### src/rtl/flex_down_counter.sv
// flex_down_counter: loadable, prescaled down-counter with busy status and a
// single-cycle terminal pulse (zero_flag). States IDLE -> RUN -> DONE -> IDLE.
// Optional auto-reload (periodic tick mode) is compiled in when the macro
// FLEX_DOWN_AUTO_RELOAD_EN is defined; otherwise reload_en is ignored.
module flex_down_counter #(
    parameter int NUM_CNT_BITS = 4,
    parameter int NUM_PRE_BITS = 4
) (
    input  logic                    clk,
    input  logic                    n_rst,
    input  logic                    clear,
    input  logic                    start,
    input  logic                    pause,
    input  logic                    reload_en,
    input  logic [NUM_CNT_BITS-1:0] load_val,
    input  logic [NUM_PRE_BITS-1:0] prescale_val,
    output logic [NUM_CNT_BITS-1:0] count_out,
    output logic                    busy,
    output logic                    zero_flag
);

    typedef enum logic [1:0] {
        IDLE = 2'd0,
        RUN  = 2'd1,
        DONE = 2'd2
    } state_e;

    state_e                  state_q, state_d;
    logic [NUM_CNT_BITS-1:0] count_q, count_d;
    logic [NUM_PRE_BITS-1:0] pre_cnt_q, pre_cnt_d;
    logic [NUM_PRE_BITS-1:0] pre_val_q, pre_val_d;
    logic                    zero_q, zero_d;
    logic                    busy_q, busy_d;
    logic                    reload_act;
    logic                    tick;

`ifdef FLEX_DOWN_AUTO_RELOAD_EN
    assign reload_act = reload_en;
`else
    logic unused_reload_en;
    assign unused_reload_en = reload_en;
    assign reload_act       = 1'b0;
`endif

    // Prescaler terminal: one count step every pre_val_q+1 unpaused RUN cycles
    always_comb begin
        tick = (state_q == RUN) && !pause && (pre_cnt_q == pre_val_q);
    end

    // Next-state logic: clear > start > pause > normal count
    always_comb begin
        state_d   = state_q;
        count_d   = count_q;
        pre_cnt_d = pre_cnt_q;
        pre_val_d = pre_val_q;
        zero_d    = 1'b0;

        if (clear) begin
            state_d   = IDLE;
            count_d   = '0;
            pre_cnt_d = '0;
        end else if (start) begin
            pre_val_d = prescale_val;
            pre_cnt_d = '0;
            if (load_val != '0) begin
                count_d = load_val;
                state_d = RUN;
            end else begin
                count_d = '0;
                zero_d  = 1'b1;
                state_d = DONE;
            end
        end else begin
            unique case (state_q)
                RUN: begin
                    if (!pause) begin
                        if (tick) begin
                            pre_cnt_d = '0;
                            if (count_q > NUM_CNT_BITS'(1)) begin
                                count_d = count_q - NUM_CNT_BITS'(1);
                            end else if (reload_act && (load_val != '0)) begin
                                // Terminal tick with reload: pulse and keep running
                                count_d = load_val;
                                zero_d  = 1'b1;
                            end else begin
                                count_d = '0;
                                zero_d  = 1'b1;
                                state_d = DONE;
                            end
                        end else begin
                            pre_cnt_d = pre_cnt_q + NUM_PRE_BITS'(1);
                        end
                    end
                end
                DONE: begin
                    state_d = IDLE;
                end
                default: begin
                    state_d = IDLE;
                end
            endcase
        end
    end

    // busy is registered alongside the state so it changes on the same edge
    always_comb begin
        busy_d = (state_d == RUN);
    end

    // State and datapath registers
    always_ff @(posedge clk or negedge n_rst) begin
        if (!n_rst) begin
            state_q   <= IDLE;
            count_q   <= '0;
            pre_cnt_q <= '0;
            pre_val_q <= '0;
            zero_q    <= 1'b0;
            busy_q    <= 1'b0;
        end else begin
            state_q   <= state_d;
            count_q   <= count_d;
            pre_cnt_q <= pre_cnt_d;
            pre_val_q <= pre_val_d;
            zero_q    <= zero_d;
            busy_q    <= busy_d;
        end
    end

    assign count_out = count_q;
    assign busy      = busy_q;
    assign zero_flag = zero_q;

endmodule

### config.mk
export PLATFORM = sky130hd
export DESIGN_NAME = flex_down_counter
export DESIGN_NICKNAME = d
export VERILOG_FILES = /design/src/rtl/flex_down_counter.sv
export SDC_FILE = /design/constraint.sdc
export NUM_CORES = 1
export LEC_CHECK = 0
export CAP_MARGIN = 20
export CORE_ASPECT_RATIO = 1.2
export CORE_MARGIN = 2
export CORE_UTILIZATION = 51
export CTS_CLUSTER_DIAMETER = 60
export CTS_CLUSTER_SIZE = 20
export DETAILED_ROUTE_END_ITERATION = 8
export GPL_ROUTABILITY_DRIVEN = 0
export HOLD_SLACK_MARGIN = 0.12
export PLACE_DENSITY = 0.81
export SKIP_LAST_GASP = 1
export SLEW_MARGIN = 10
export SYNTH_ARGS = -nofsm -noshare
export SYNTH_HDL_FRONTEND = slang
export SYNTH_SLANG_ARGS = --single-unit
### constraint.sdc
create_clock -name clk -period 4.1 [get_ports clk]
set_input_delay 0.41 -clock clk [delete_from_list [all_inputs] [get_ports clk]]
set_output_delay 0.41 -clock clk [all_outputs]
set_load 0.05 [all_outputs]
==> reports/summary.txt <==
CP Class: in2reg
Area Growth Syn to Fin: 25.8%
Cell family with most CP delay: simple AND/OR/NAND/NOR gates
CP Launch Type: input port
Complex-gate fraction of the synthesized area: 14.2%
Worst setup endpoint: count_out[3]
Net count, final: 119
Drt initial violations: 12
GRT Util Overall: 21.5%
TritonCTS Buffers: 3
Synth area leader: dfrtp_1
Max-cap violation count: 0
Buf/Inv on CP: 1
Largest family of logic cells by synthesized area: simple AND/OR/NAND/NOR gates
Per-cell routed wire length: 14.9 um
Vias per cell: 6.02
Synth Instances: 82
Post-synthesis mux area share: 5.27%
Slowest cell on the critical path: or3b_1
HPWL Detailed: 1350 um
Sw Pwr: 0.0991 mW
Clock network power share: 30.0%
Pre-CTS setup slack: 1.67 ns
Die Y: 48.8 um
Critical path startpoint: pause
Ys flop type: dfrtp_1
Synth async-reset ratio: 100%
Core area: 1600 um2
Starting Density: 53.4%
Synthesized area: 855 um2
Die W: 41.4 um
Antenna violations before repair: 0
CTS Buffer Depth: 2
Skew-Pair Late Insertion Delay: 0.29 ns
Worst reg2reg path endpoint: count_out[0]
Leak Pwr: 0.437 nW
Post-layout minimum cycle time: 2.12 ns
Slew @ Worst Pin: 0.800 ns
Layout cells sized above 1: 9.90%
# DRC: 0
Post-synthesis cell type count: 32
Root Driver: clkbuf_4
Final Power: 0.355 mW
Combinational power share: 20.4%
CTS sink cnt: 16
Placed insts: 115
EDFF count, synth: 0
Worst R2R Path Depth: 4
Setup WS post-layout: 1.98 ns
CP arrival: 2.31 ns
Synth warn: 0
# Post-CTS Setup Buffers: 0
HP Class: in2async
TNS Setup: 0 ns
Net Sw Frac: 27.9%
Final setup fails: 0
CTS resizes: 0
Die area: 2020 um2
Crit-path cells: clkdlybuf4s50_1 > or3b_1 > or4_1 > o211a_1 > a211o_1
IO buf count: 18
Reg-to-reg slack, setup: 2.09 ns
Worst path required time: 4.28 ns
Via Count: 716
Clock skew: 0.00190 ns
Reg-to-reg startpoint: pre_cnt_q[0]
Register area share after synthesis: 46.9%
Max_slew headroom: 46.5%
Post-Route WL: 1770 um
Simple-gate share of the synthesized area: 19.6%
Top cell type's share of synthesized area: 46.9%
Count leader, synth: dfrtp_1
Final Max Tran Viols: 0
Final ANT Viol Nets: 0
Largest net degree at the start of global routing: 17
Final Util: 67.1%
Sequential share of power: 49.6%
Top post-synthesis cells by area: dfrtp_1, mux2_2, xnor2_1, ha_1, nand2_1
Mapped Avg Cell Area: 10.4 um2
Status: finished, final reports clean
Post-synthesis xor/xnor area fraction: 6.15%
Int Power: 0.256 mW
# IOs: 20
CTS tree: done
Clock transition at the registers of the reported paths: 0.09 ns
Grt total ovfl: 0
Synth top cells by count: dfrtp_1, nand2_1, xnor2_1
Post-Layout Cell Count: 119
CP Depth: 5
Largest stage delay, worst path: 0.51 ns
DRT Pass-1 Iters: 4
PwrDens: 330 nW/um2
Number of placement rows: 16
N_diodes: 0
Peak VDD IR: 0.221 mV
Synthesized flop and latch total: 16
Period Utilization, post-route: 51.7%
Vias in the first global route: 737
Hold-fix buffer count after cts: 0
RSZ-0062 raised after global routing: no
Synth Area in Adders: 4.39%
H-tree levels: 1
Worst Path Max Fanout: 11
Fmax: 471 MHz
Syn_nets: 99
First-pass GRT wire length: 3060 um
Final Hold Viols: 0
Crit end category: flip-flop
==> worst min path at each step <==
stage          cells after the start           end  slack, ns         start
2_1_floorplan                      0          busy       0.11         n_rst
3_3_place_gp                       1  pre_val_q[3]       0.51  pre_val_q[3]
3_5_place_dp                       1  pre_val_q[2]       0.52  pre_val_q[2]
4_1_cts                            1  pre_val_q[2]       0.54  pre_val_q[2]
5_1_grt                            1  pre_val_q[2]       0.56  pre_val_q[2]
6_report                           1    state_q[1]       0.54         n_rst
==> per-stage QoR <==
stage / hold slack (ns) / area (um2)
6_report: 0.538 / 1070
5_1_grt: 0.560 / 1070
4_1_cts: 0.543 / 1070
3_5_place_dp: 0.520 / 1040
3_3_place_gp: 0.514 / 1040
2_1_floorplan: 0.114 / 855
==> power groups by stage <==
stage          clock network [mW]  logic [mW]  registers [mW]
2_1_floorplan                   0      0.0331           0.189
3_3_place_gp                    0      0.0701           0.179
3_5_place_dp                    0      0.0726           0.180
4_1_cts                     0.108      0.0728           0.176
5_1_grt                     0.112      0.0791           0.178
6_report                    0.106      0.0722           0.176
==> layer usage <==
layer / global-route usage, % / share of wire [%] / up-vias
met5: 0 / 0 / -
met4: 6.45 / 1.8 / 0
met3: 2.74 / 3.2 / 5
met2: 35.9 / 52 / 16
met1: 27.4 / 43 / 355
li1: - / - / 340
==> kinds of logic (layout without fill, tap and decap cells) <==
family          count (synthesis)  count (layout)
mux                             4               4
xor+xnor                        6               6
simple gates                   31              31
fa+ha+maj                       3               3
compound gates                 16              16
buf+inv                         6              25
flops                          16              16
==> cell usage in the layout (no fill, tap or decap), drive strengths merged <==
cell type / instances
a21oi: 2
a22o: 2
xor2: 1
o32ai: 2
nand2: 7
a211o: 1
nor4: 2
dfrtp: 16
ha: 3
or3b: 1
mux2: 4
xnor2: 5
nor2b: 1
clkdlybuf4s50: 18
or2: 1
nand4: 1
o21bai: 1
and3: 1
o31a: 1
o21ai: 2
clkbuf: 4
o211a: 1
nor3: 4
or4: 3
a221oi: 1
a31oi: 2
a311oi: 1
inv: 3
nor2: 4
nand3: 3
nor3b: 2
nand3b: 1
==> layout make-up <==
class | count | area, um2
fill | 152 | 527
multi-input combinational | 60 | 424
sequential | 16 | 400
timing repair buffer | 18 | 180
clock buffer | 4 | 36.3
tap | 18 | 22.5
inverter | 3 | 11.3
==> registers in the layout, summed over array words and instances (netlist names) <==
signal and count:
count_out 4, pre_cnt_q 4, pre_val_q 4, state_q 2
busy 1, zero_flag 1
No activity file was read; power rests on OpenSTA's default activity.
